File: src/rtl/sigmf_arb.sv
// sigmf_arb: round-robin arbiter feeding one shared piecewise-linear sigmoid
// pipeline (signed Q4.20, 0x100000 = 1.0). S1 holds the granted operand and
// tag, and S2 holds the result and tag that drive the outputs.
// Optional build macro SIGMF_ARB_STAT_EN adds the stat_cnt port, which holds
// saturating per-requester accept counters.
module sigmf_arb #(
  parameter int WIDTH = 24,
  parameter int NREQ  = 3
) (
  input  logic                    clk,
  input  logic                    rst,
  input  logic [NREQ-1:0]         req_valid,
  input  logic [NREQ*WIDTH-1:0]   req_data,
  output logic [NREQ-1:0]         req_ready,
  output logic                    out_valid,
  output logic [WIDTH-1:0]        out_data,
  output logic [1:0]              out_tag,
  input  logic                    out_ready
`ifdef SIGMF_ARB_STAT_EN
  ,
  output logic [NREQ*16-1:0]      stat_cnt
`endif
);

  // Q4.20 breakpoints and offsets. 3.2 and 0.8 are not exactly representable,
  // so "|x| > 3.2" becomes "|x| > 0x333333" and "|x| > 0.8" becomes "|x| > 0x0CCCCC".
  localparam logic signed [WIDTH-1:0] TH_SAT  = WIDTH'(32'sh0033_3333);
  localparam logic signed [WIDTH-1:0] TH_MID  = WIDTH'(32'sh000C_CCCC);
  localparam logic signed [WIDTH-1:0] NEG_SAT = -TH_SAT;
  localparam logic signed [WIDTH-1:0] NEG_MID = -TH_MID;
  localparam logic signed [WIDTH-1:0] ONE     = WIDTH'(32'sh0010_0000);
  localparam logic signed [WIDTH-1:0] HALF    = WIDTH'(32'sh0008_0000);
  localparam logic signed [WIDTH-1:0] P4      = WIDTH'(32'sh0006_6666);
  localparam logic signed [WIDTH-1:0] P6      = WIDTH'(32'sh0009_9999);

  logic [1:0]              ptr;
  logic                    s1_valid, s2_valid;
  logic signed [WIDTH-1:0] s1_data;
  logic [1:0]              s1_tag, s2_tag;
  logic [WIDTH-1:0]        s2_data;

  logic                    s2_adv, s1_adv, accept;
  logic                    gnt_any;
  logic [1:0]              gnt_idx;
  logic [WIDTH-1:0]        gnt_data;
  logic signed [WIDTH-1:0] y;

  assign s2_adv = !s2_valid || out_ready;
  assign s1_adv = !s1_valid || s2_adv;
  assign accept = !rst && s1_adv && gnt_any;

  // Round-robin search: first the requesters at or above ptr, then wrap to those below it.
  always_comb begin
    gnt_any = 1'b0;
    gnt_idx = '0;
    for (int k = 0; k < NREQ; k++) begin
      if (!gnt_any && req_valid[k] && k >= int'(ptr)) begin
        gnt_any = 1'b1;
        gnt_idx = 2'(k);
      end
    end
    for (int k = 0; k < NREQ; k++) begin
      if (!gnt_any && req_valid[k] && k < int'(ptr)) begin
        gnt_any = 1'b1;
        gnt_idx = 2'(k);
      end
    end
  end

  // One-hot grant and operand select for the winning requester.
  always_comb begin
    req_ready = '0;
    gnt_data  = '0;
    for (int k = 0; k < NREQ; k++) begin
      req_ready[k] = accept && (gnt_idx == 2'(k));
      if (gnt_idx == 2'(k)) gnt_data = req_data[k*WIDTH +: WIDTH];
    end
  end

  // Piecewise-linear sigmoid of the S1 operand, using arithmetic shifts and wrapping adds.
  always_comb begin
    if (s1_data > TH_SAT)       y = ONE;
    else if (s1_data < NEG_SAT) y = '0;
    else if (s1_data > TH_MID)  y = (s1_data >>> 3) + P6;
    else if (s1_data < NEG_MID) y = (s1_data >>> 3) + P4;
    else                        y = (s1_data >>> 2) + HALF;
  end

  // Pointer and two-stage pipeline; a stalled stage keeps its contents.
  always_ff @(posedge clk) begin
    if (rst) begin
      ptr      <= '0;
      s1_valid <= 1'b0;
      s1_data  <= '0;
      s1_tag   <= '0;
      s2_valid <= 1'b0;
      s2_data  <= '0;
      s2_tag   <= '0;
    end else begin
      if (accept)
        ptr <= (int'(gnt_idx) == NREQ - 1) ? 2'd0 : gnt_idx + 2'd1;
      if (s1_adv) begin
        s1_valid <= accept;
        if (accept) begin
          s1_data <= gnt_data;
          s1_tag  <= gnt_idx;
        end
      end
      if (s2_adv) begin
        s2_valid <= s1_valid;
        if (s1_valid) begin
          s2_data <= y;
          s2_tag  <= s1_tag;
        end
      end
    end
  end

  assign out_valid = s2_valid;
  assign out_data  = s2_data;
  assign out_tag   = s2_tag;

`ifdef SIGMF_ARB_STAT_EN
  // Saturating accept counter per requester.
  always_ff @(posedge clk) begin
    if (rst) begin
      stat_cnt <= '0;
    end else begin
      for (int k = 0; k < NREQ; k++) begin
        if (req_ready[k] && req_valid[k] && stat_cnt[k*16 +: 16] != 16'hFFFF)
          stat_cnt[k*16 +: 16] <= stat_cnt[k*16 +: 16] + 16'd1;
      end
    end
  end
`endif

endmodule

File: config.mk
export PLATFORM = sky130hd
export DESIGN_NAME = sigmf_arb
export DESIGN_NICKNAME = d
export VERILOG_FILES = /design/src/rtl/sigmf_arb.sv
export SDC_FILE = /design/constraint.sdc
export NUM_CORES = 1
export LEC_CHECK = 0
export ABC_AREA = 1
export BUFFER_PORTS_ARGS = -buffer_cell sky130_fd_sc_hd__clkbuf_2
export CORE_MARGIN = 2
export CORE_UTILIZATION = 40
export DETAILED_ROUTE_END_ITERATION = 16
export PLACE_DENSITY_LB_ADDON = 0.05
export SYNTH_ARGS = -nofsm -noshare
export SYNTH_HDL_FRONTEND = slang
export SYNTH_SLANG_ARGS = --single-unit
File: constraint.sdc
create_clock -name clk -period 4.8 [get_ports clk]
set_clock_uncertainty 0.15 [all_clocks]
set_input_delay 0.48 -clock clk [delete_from_list [all_inputs] [get_ports clk]]
set_output_delay 0.48 -clock clk [all_outputs]
set_load 0.05 [all_outputs]
==> summary.txt, run 1 <==
Status -> finished, final reports clean
Number of violations of the max-capacitance limit -> 0
Destination of the worst hold path -> s1_data[9]
Most instantiated flip-flop cell in the synthesis netlist -> dfxtp_1
Part of the power in combinational logic -> 37.7%
Final core utilization -> 46.16%
Slew @ Worst Pin -> 0.9338 ns
Worst min-delay path startpoint -> req_data[9]
Total number of nets in the final design -> 939
Buffer and inverter count on the worst path -> 2
Number of stages on the worst hold path -> 3
DR iter-0 viols -> 327
EDFF count, synth -> 0
Drt wl/cell -> 14.92 um
Share of synthesized flip-flops with an asynchronous set or reset -> 0%
Number of failing setup endpoints in the final timing report -> 0
Sum of net half-perimeters after detailed placement -> 11,620 um
Area used by sequential logic in the layout -> 0.001101 mm2
Post-route setup TNS -> 0 ns
Longest Clk Path Bufs -> 2
Antenna diode count -> 0
Static leakage power -> 2.528 nW
Aggregate routed wire length -> 14,870 um
Number of antenna violations at the first check in global routing -> 0
Final hold vios -> 0
Clock latency reported for the late side of the worst-skew pair -> 0.31 ns
NetSw -> 0.6546 mW
Most frequent cell after synthesis -> nand2_1
Synth area leader -> dfxtp_1
Largest delay contributor family on the critical path -> simple AND/OR/NAND/NOR gates
Remaining design rule violation count -> 0
Area share of the leading cell type in the synthesized netlist -> 23.72%
Quantity of gates resized following cts -> 0
Endpoint arrival time on the critical path -> 2.69 ns
Cell count of the worst reg-to-reg path -> 7
Synthesized Nets -> 864
Die width -> 111.7 um
Library cells used by synthesis -> 34
Num ports -> 108
Critical Path End Type -> output port
Time the final worst path needs with I/O delays and setup -> 3.319 ns
Endpoint of the worst register-to-register path -> out_data[5]
Cell types with the largest area share after synthesis -> dfxtp_1 24%, nand2_1 21%, nor2_1 6.9%
Count of buffers from port buffering -> 107
Number of register bits inferred by synthesis -> 55
Critical path cell sequence -> nor2_1 -> nand2_1 -> o21ai_1 -> nor2_1 -> nand2_1 -> nor2_1 -> nand2_1 -> nand2_1 -> inv_1 -> nor2_1 -> clkbuf_2
Power density normalized to cell area -> 291.9 mW/mm2
Worst-case headroom to the max-slew limit -> 37.57%
Clock transition at the registers of the reported paths -> 0.08 ns
Total via count in the routed design -> 5,133
RePlAce Congestion -> 0.9355
Quantity of hold-fixing buffers added after cts -> 0
# fillers -> 1,249
Part of the power in registers -> 37.5%
Area used by multi-input combinational logic -> 0.003003 mm2
Layout cells sized above 1 -> 19.67%
Die Area -> 0.01248 mm2
Slowest stage cell, crit path -> nand2_1
Clock root buffer master -> clkbuf_16
Switching share of power -> 42.73%
Area added between synthesis and finish -> 13.07%
Maximum number of pins on one net before global-route repair -> 37
Reg-to-reg slack, setup -> 2.10 ns
Kind of start point of the critical path -> flop
Critical Path Fanout Max -> 20
Synthesized area -> 0.004642 mm2
# rows -> 39
Number of global-route vias before repair -> 4,988
Clock Sink Count -> 55
Cell types with the highest counts after synthesis -> 262 x nand2_1, 85 x nor2_1, 62 x inv_1
Count of nets left with antenna violations after detail routing -> 0
H-tree depth reported by CTS -> 2
Avg Inst Size Synth -> 5.967 um2
Post-detailed-route via-to-cell ratio -> 5.148
Worst R2R Start -> s1_data[7]
Height of the chip -> 111.7 um
Maximum clock frequency -> 0.3013 GHz
Num CTS Buffers -> 5
Drt pass-1 iters -> 5
Internal power consumption -> 0.8774 mW
Share of the yosys chip area belonging to registers -> 23.72%
Worst path required time -> 4.17 ns
Clock network power share -> 24.8%
Class of the worst hold path -> in -> reg
Portion of the clock cycle consumed by the worst path in the final layout -> 69.15%
CP Class -> reg -> out
Core box area -> 0.01137 mm2
Max stage delay on crit path -> 0.51 ns
Sum of overflow across all layers after global routing -> 0
TritonCTS clock tree -> yes
Wire length of the first global-routing pass -> 24,440 um
Buffers inserted by post-CTS timing repair -> 0
Ys Warns -> 0
RSZ-0062 raised after global routing -> false
Starting utilization of the core area -> 40.83%
Final Max Slew Viols -> 0
Worst voltage drop across the vdd grid -> 185.4 uV
Cell count after synthesis -> 778
GRT Resource Usage Total -> 24.41%
[metal layers]
metal  track usage [%]  vias to the layer above  wire length (um)
met4             10.21                        0               451
met3             4.246                       32               792
met2             41.09                      154              6733
met1             30.85                     2291              6896
met5                 0                        -                 0
li1                  -                     2656                 -
[layout by cell type, fill, tap and decap left out, drive strengths merged]
master and n:
nand2 270, dfxtp 55, nand3b 2, a31oi 21, clkbuf 113, a21oi 70, ha 8, nand4 7
clkinv 1, clkinvlp 1, o211ai 11, o21bai 1, nor3 2, nor2 100, o21ai 42, buf 4
nand3 62, xor2 16, inv 68
[worst reg2reg max path, cell delays in order (launching register included)]
cell      delay, ns
dfxtp_1        0.45
nor2_1         0.33
nand2_1        0.19
nand3_2        0.14
nand3_1        0.67
o211ai_1       0.46
nand3_1        0.11
a21oi_1        0.13
[through the flow]
stage	setup WS, ns	hold WS [ns]	total power, mW	instances	instance area (um2)
final	1.481	0.2554	1.532	997	5249
after global routing	1.230	0.2543	1.640	997	5249
after CTS	1.455	0.2488	1.544	997	5249
after detailed placement	1.649	0.3059	1.160	989	5104
after global placement	1.767	0.3024	1.157	989	5104
after floorplan	2.262	0.2913	1.022	778	4642
[worst max path at each step]
stage	depth (start not counted)	to	start	slack [ns]
final	11	req_ready[2]	ptr[1]	1.48
after global placement	11	req_ready[2]	req_valid[0]	1.77
after global routing	11	req_ready[2]	ptr[1]	1.23
after CTS	11	req_ready[2]	ptr[1]	1.46
after floorplan	10	req_ready[2]	req_valid[0]	2.26
after detailed placement	11	req_ready[2]	req_valid[0]	1.65
[flip-flops by register name (all words and copies together) (netlist names)]
register / cells
s1_data: 24
s1_valid: 1
ptr: 2
out_tag: 2
out_data: 23
out_valid: 1
s1_tag: 2
[final cells by class]
type | instances | share of cell area (%)
tap | 143 | 3.409
clock inverter | 2 | 0.3099
clock buffer | 6 | 2.455
multi-input combinational | 612 | 57.21
sequential | 55 | 20.98
inverter | 68 | 4.863
timing repair buffer | 111 | 10.77
[power by group through the flow]
stage | Combinational (mW) | Clock (mW) | Sequential, mW
4_1_cts | 0.579 | 0.393 | 0.572
6_report | 0.577 | 0.381 | 0.574
3_5_place_dp | 0.577 | 0 | 0.583
3_3_place_gp | 0.576 | 0 | 0.581
2_1_floorplan | 0.416 | 0 | 0.606
5_1_grt | 0.645 | 0.415 | 0.581
[logic make-up after synthesis]
logic type	after synthesis	synth area share (%)
AO/OA/AOI/OAI	145	18.52
XOR/XNOR	16	3.019
buffers and inverters	111	11.59
flip-flops	55	23.72
adder cells (fa/ha/maj)	8	2.156
AND/OR/NAND/NOR	443	41.00
Note: power is estimated with default switching activity, not from simulation.
==> inputs of run 2 (changes only) <==
--- a/config.mk
+++ b/config.mk
@@ -5,7 +5,7 @@
 export SDC_FILE = /design/constraint.sdc
 export NUM_CORES = 1
 export LEC_CHECK = 0
-export ABC_AREA = 1
+export ABC_AREA = 0
 export BUFFER_PORTS_ARGS = -buffer_cell sky130_fd_sc_hd__clkbuf_2
 export CORE_MARGIN = 2
 export CORE_UTILIZATION = 40
==> constraint.sdc (replaced) <==
create_clock -name clk -period 3.5 [get_ports clk]
set_clock_uncertainty 0.15 [all_clocks]
set_input_delay 0.35 -clock clk [delete_from_list [all_inputs] [get_ports clk]]
set_output_delay 0.35 -clock clk [all_outputs]
set_load 0.05 [all_outputs]
==> summary.txt, run 2 <==
Compound-cell area share of the yosys netlist -> 34.68%
Endpoint of the worst register-to-register path -> out_data[18]
Most frequent cell after synthesis -> dfxtp_1
Number of failing setup endpoints in the final timing report -> 0
Longest Clk Path Bufs -> 2
Worst-case headroom to the max-slew limit -> 28.02%
Kind of start point of the critical path -> flop
GRT Resource Usage Total -> 21.03%
Cell area after layout -> 0.004588 mm2
Die Area -> 0.01072 mm2
Cell types with the highest counts after synthesis -> 55 x dfxtp_1, 52 x a21oi_1, 47 x o21ai_0
Cell count after synthesis -> 507
Cell depth of the worst setup path -> 7
Core box area -> 0.009684 mm2
Sum of net half-perimeters after detailed placement -> 8458 um
Synth area leader -> dfxtp_1
Post-route setup TNS -> 0 ns
Library cells used by synthesis -> 67
Worst R2R Start -> s1_data[10]
Total via count in the routed design -> 4,135
Number of register bits inferred by synthesis -> 55
Area added between synthesis and finish -> 15.82%
Maximum clock frequency -> 0.3288 GHz
Buffer and inverter count on the worst path -> 0
Slowest stage cell, crit path -> o21a_1
Clock latency reported for the late side of the worst-skew pair -> 0.32 ns
Critical path cell sequence -> nor4bb_1 -> nand4b_1 -> nor3b_2 -> o21a_1 -> mux2_2 -> a21oi_1 -> o21ai_1
Cell count of the worst reg-to-reg path -> 7
Clock root buffer master -> clkbuf_8
Buffers inserted by post-CTS timing repair -> 0
Largest register by flop count -> s1_data
Critical Path End Type -> flop
Share of the yosys chip area belonging to registers -> 27.80%
Class of the worst hold path -> in -> reg
Top metal layer carrying routed signals -> met4
CP Class -> reg -> reg
Synthesized-area fraction occupied by and/or/nand/nor cells -> 23.37%
Starting utilization of the core area -> 40.90%
Ys Warns -> 0
# rows -> 36
Post-synthesis adder-cell area fraction -> 2.527%
Xor and xnor area share after synthesis -> 0.8844%
Static leakage power -> 1.888 nW
Leading cell type in the layout, fill and taps excluded -> clkbuf_2
DR iter-0 viols -> 212
Status -> finished, final reports clean
Aggregate routed wire length -> 11,530 um
Time the final worst path needs with I/O delays and setup -> 3.042 ns
Portion of the clock cycle consumed by the worst path in the final layout -> 86.91%
Met1 Routed Length -> 5589 um
Critical Path Fanout Max -> 20
Maximum number of pins on one net before global-route repair -> 43
Endpoint arrival time on the critical path -> 3.11 ns
TritonCTS clock tree -> yes
Remaining design rule violation count -> 0
Drt wl/cell -> 16.04 um
Multiplexer share of the synthesized area -> 2.558%
Count of buffers from port buffering -> 107
Wire length of the first global-routing pass -> 18,890 um
Slew @ Worst Pin -> 1.076 ns
RSZ-0062 raised after global routing -> false
Worst path required time -> 3.57 ns
Clock Sink Count -> 55
Power density normalized to cell area -> 452.6 mW/mm2
Final hold vios -> 0
Quantity of hold-fixing buffers added after cts -> 0
Reg-to-reg slack, setup -> 0.46 ns
Max stage delay on crit path -> 0.71 ns
Number of antenna violations at the first check in global routing -> 0
Synthesized Nets -> 593
End of the critical path -> out_data[18]
Total number of nets in the final design -> 671
Worst voltage drop across the vdd grid -> 214.7 uV
Dpl cell area -> 0.004486 mm2
Post-detailed-route via-to-cell ratio -> 5.751
Area share of the leading cell type in the synthesized netlist -> 27.80%
Largest family of logic cells by synthesized area -> compound AO/OA/AOI/OAI gates
Drt pass-1 iters -> 7
Avg Inst Size Synth -> 7.813 um2
EDFF count, synth -> 0
Die width -> 103.5 um
Layout cells sized above 1 -> 25.26%
Worst min-delay path startpoint -> req_data[0]
Largest delay contributor family on the critical path -> compound AO/OA/AOI/OAI gates
Routed met3 length -> 676 um
RePlAce Congestion -> 0.9200
Sum of overflow across all layers after global routing -> 0
Share of synthesized flip-flops with an asynchronous set or reset -> 0%
Max reg flops -> 24
Height of the chip -> 103.5 um
H-tree depth reported by CTS -> 2
Total chip power -> 2.077 mW
Most instantiated flip-flop cell in the synthesis netlist -> dfxtp_1
Commonest cells after routing, fill and taps aside -> 107 x clkbuf_2, 55 x dfxtp_1, 52 x a21oi_1
Cell types with the largest area share after synthesis -> dfxtp_1 28%, a21oi_1 6.6%, o21ai_0 5.9%
Quantity of gates resized following cts -> 0
Number of violations of the max-capacitance limit -> 0
Met2 routed wirelength -> 5078 um
Count of nets left with antenna violations after detail routing -> 0
Clock transition at the registers of the reported paths -> 0.11 ns
Antenna diode count -> 0
Num CTS Buffers -> 5
Final Max Slew Viols -> 0
Num ports -> 108
Number of global-route vias before repair -> 3,852
Synthesized area -> 0.003961 mm2
Launching instance or port of the critical path -> s1_data[10]
==> run 2: changes by cell type after synthesis, moves of 19 or more <==
cell,previous run,this run
nand2_1,262,43
inv_1,62,8
nand3_1,59,10
nor2_1,85,42
nand3b_1,2,27
clkbuf_1,6,30
a22o_1,0,19
a31oi_1,21,2
==> run 2: cell type report <==
| class | instances | area (um2) |
|---|---|---|
| fill | 1010 | 5096 |
| clock buffer | 6 | 82.58 |
| tap | 133 | 166.4 |
| sequential | 55 | 1101 |
| multi-input combinational | 393 | 2540 |
| inverter | 8 | 30.03 |
| timing repair buffer | 122 | 648.1 |
| clock inverter | 2 | 20.02 |
==> run 2: how the worst min path moves through the flow <==
stage	cells past startpoint	end
4_1_cts	3	s1_data[0]
3_5_place_dp	2	out_data[13]
3_3_place_gp	2	out_data[13]
6_report	3	s1_data[0]
5_1_grt	3	s1_data[23]
2_1_floorplan	2	out_tag[0]
==> run 2: cells by family (layout without fill, tap and decap cells) <==
family | count (synthesis) | in the layout
XOR/XNOR | 4 | 4
flip-flops | 55 | 55
AO/OA/AOI/OAI | 203 | 203
multiplexers | 10 | 10
AND/OR/NAND/NOR | 168 | 168
adder cells (fa/ha/maj) | 8 | 8
buffers and inverters | 59 | 138
==> run 2: per-stage QoR <==
stage	hold slack (ns)	util (%)	instances	setup WS (ns)
6_report	0.1407	47.38	719	0.4582
4_1_cts	0.1392	47.38	719	0.5228
3_3_place_gp	0.2882	46.32	711	0.5286
5_1_grt	0.1609	47.38	719	0.2571
2_1_floorplan	0.2823	-	507	0.8245
3_5_place_dp	0.2954	46.32	711	0.5513
==> run 2: worst register-to-register path: stages (launching register included) <==
cell and delay [ns]:
dfxtp_1 0.56, nor4bb_1 0.43, nand4b_1 0.19, nor3b_2 0.29, o21a_1 0.71, mux2_2 0.41, a21oi_1 0.14, o21ai_1 0.08
==> run 2: report_power, final <==
| part | switching [mW] | internal, mW |
|---|---|---|
| Clock | 0.232 | 0.168 |
| Sequential | 0.114 | 0.696 |
| Combinational | 0.546 | 0.320 |
| Total | 0.892 | 1.18 |
==> run 2: per-layer routing <==
metal / GRT usage, % / vias up
met2: 33.54 / 168
li1: - / 2061
met5: 0 / -
met1: 29.64 / 1887
met3: 3.210 / 19
met4: 5.695 / 0
==> inputs of run 3 (changes only) <==
--- a/config.mk
+++ b/config.mk
@@ -9,8 +9,10 @@
 export BUFFER_PORTS_ARGS = -buffer_cell sky130_fd_sc_hd__clkbuf_2
 export CORE_MARGIN = 2
 export CORE_UTILIZATION = 40
+export CTS_CLUSTER_SIZE = 30
 export DETAILED_ROUTE_END_ITERATION = 16
 export PLACE_DENSITY_LB_ADDON = 0.05
+export REMOVE_ABC_BUFFERS = 1
 export SYNTH_ARGS = -nofsm -noshare
 export SYNTH_HDL_FRONTEND = slang
 export SYNTH_SLANG_ARGS = --single-unit
==> summary.txt, run 3 (synthesis gave the netlist of run 2 again) <==
Core box area -> 0.009684 mm2
Final core utilization -> 47.14%
Sum of net half-perimeters after detailed placement -> 8597 um
Wire length of the first global-routing pass -> 19,540 um
Worst voltage drop across the vdd grid -> 177.0 uV
Total via count in the routed design -> 4,090
Kind of start point of the critical path -> flop
Number of global-route vias before repair -> 3,923
Worst hold slack across all endpoints -> 0.1309 ns
Commonest cells after routing, fill and taps aside -> 107 x clkbuf_2, 55 x dfxtp_1, 52 x a21oi_1
Maximum number of pins on one net before global-route repair -> 41
Buffer and inverter count on the worst path -> 1
Longest Clk Path Bufs -> 2
Count of nets left with antenna violations after detail routing -> 0
Drt wl/cell -> 16.23 um
Number of failing setup endpoints in the final timing report -> 0
Clock latency reported for the late side of the worst-skew pair -> 0.33 ns
Remaining design rule violation count -> 0
# fillers -> 1,038
Slowest stage cell, crit path -> dfxtp_1
Portion of the clock cycle consumed by the worst path in the final layout -> 83.15%
Antenna diode count -> 0
Quantity of gates resized following cts -> 0
Layout cells sized above 1 -> 25.00%
# rows -> 36
Max stage delay on crit path -> 0.73 ns
Number of antenna violations at the first check in global routing -> 0
Leading cell type in the layout, fill and taps excluded -> clkbuf_2
DR iter-0 viols -> 143
Buffers inserted by post-CTS timing repair -> 0
Final hold vios -> 0
Aggregate routed wire length -> 11,630 um
GRT Resource Usage Total -> 21.72%
Count of buffers from port buffering -> 107
Quantity of hold-fixing buffers added after cts -> 0
Sum of overflow across all layers after global routing -> 0
Clock Sink Count -> 55
Critical Path Fanout Max -> 17
Worst-case headroom to the max-slew limit -> 26.44%
Time the final worst path needs with I/O delays and setup -> 2.910 ns
Placed cell count -> 709
Starting utilization of the core area -> 40.90%
Final Max Slew Viols -> 0
Clock root buffer master -> clkbuf_8
Maximum clock frequency -> 0.3436 GHz
Number of violations of the max-capacitance limit -> 0
Static leakage power -> 1.873 nW
Class of the worst hold path -> in -> reg
Largest delay contributor family on the critical path -> simple AND/OR/NAND/NOR gates
Power density normalized to cell area -> 451.0 mW/mm2
TritonCTS clock tree -> yes
Clock transition at the registers of the reported paths -> 0.12 ns
Post-route setup TNS -> 0 ns
Die width -> 103.5 um
Num ports -> 108
Post-detailed-route via-to-cell ratio -> 5.704
Height of the chip -> 103.5 um
Layout Cells excl Fill -> 717
Area added between synthesis and finish -> 15.26%
Status -> finished, final reports clean
Critical Path End Type -> flop
Max reg flops -> 24
Drt pass-1 iters -> 6
RePlAce Congestion -> 0.8710
RSZ-0062 raised after global routing -> false
Slew @ Worst Pin -> 1.099 ns
Largest register by flop count -> s1_data
Critical path cell sequence -> nor4bb_1 -> nand4b_1 -> nor3b_2 -> o21a_1 -> buf_4 -> and3_1 -> o21ai_0 -> a32o_1
Worst path required time -> 3.57 ns
Num CTS Buffers -> 5
H-tree depth reported by CTS -> 2
CP Class -> reg -> reg
Total number of nets in the final design -> 669
Die Area -> 0.01072 mm2
Endpoint arrival time on the critical path -> 2.98 ns
-- run 3: cell count changes in the layout (fill, tap and decap cells not counted), sizes merged --
cell,change
buf,-2
inv,+2
clkbuf,-1
clkinv,-1
-- run 3: layout make-up --
type	count	area, um2	share of cell area, %
sequential	55	1101	24.12
multi-input combinational	393	2540	55.63
inverter	8	30.03	0.6577
tap	133	166.4	3.645
clock inverter	3	26.28	0.5755
timing repair buffer	120	633.1	13.87
clock buffer	5	68.82	1.507
-- run 3: worst paths after layout --
kind           startpoint      endpoint  slack (ns)  cells after the start
max           s1_data[18]  out_data[10]        0.59                      8
min          req_data[22]   s1_data[22]        0.13                      3
max reg2reg   s1_data[18]  out_data[10]        0.59                      8
min reg2reg  out_data[18]  out_data[18]        0.31                      2
-- run 3: tightest hold or removal path: stages --
cell and delay (ns):
clkbuf_2 0.07, a21oi_1 0.05, o21ai_0 0.11
-- run 3: routing by layer --
metal	GRT usage, %	part of all wire [%]	vias to the layer above
met4	6.371	1.8	0
met1	28.66	48	1897
li1	-	-	2054
met5	0	0	-
met3	3.713	5.7	14
met2	36.47	44	125
-- run 3: metrics by stage --
| step | area, um2 | power (mW) | setup WS [ns] |
|---|---|---|---|
| after global routing | 4566 | 2.217 | 0.3519 |
| final | 4566 | 2.059 | 0.5898 |
| after global placement | 4471 | 1.673 | 0.6731 |
| after CTS | 4566 | 2.082 | 0.5775 |
| after floorplan | 3667 | 1.395 | 0.2751 |
| after detailed placement | 4471 | 1.681 | 0.6167 |
-- run 3: report_power, final --
group,internal (mW),leakage (nW),total [mW],switching [mW]
Combinational,0.316,1.37,0.846,0.530
Sequential,0.696,0.453,0.823,0.127
Clock,0.150,0.0495,0.390,0.240
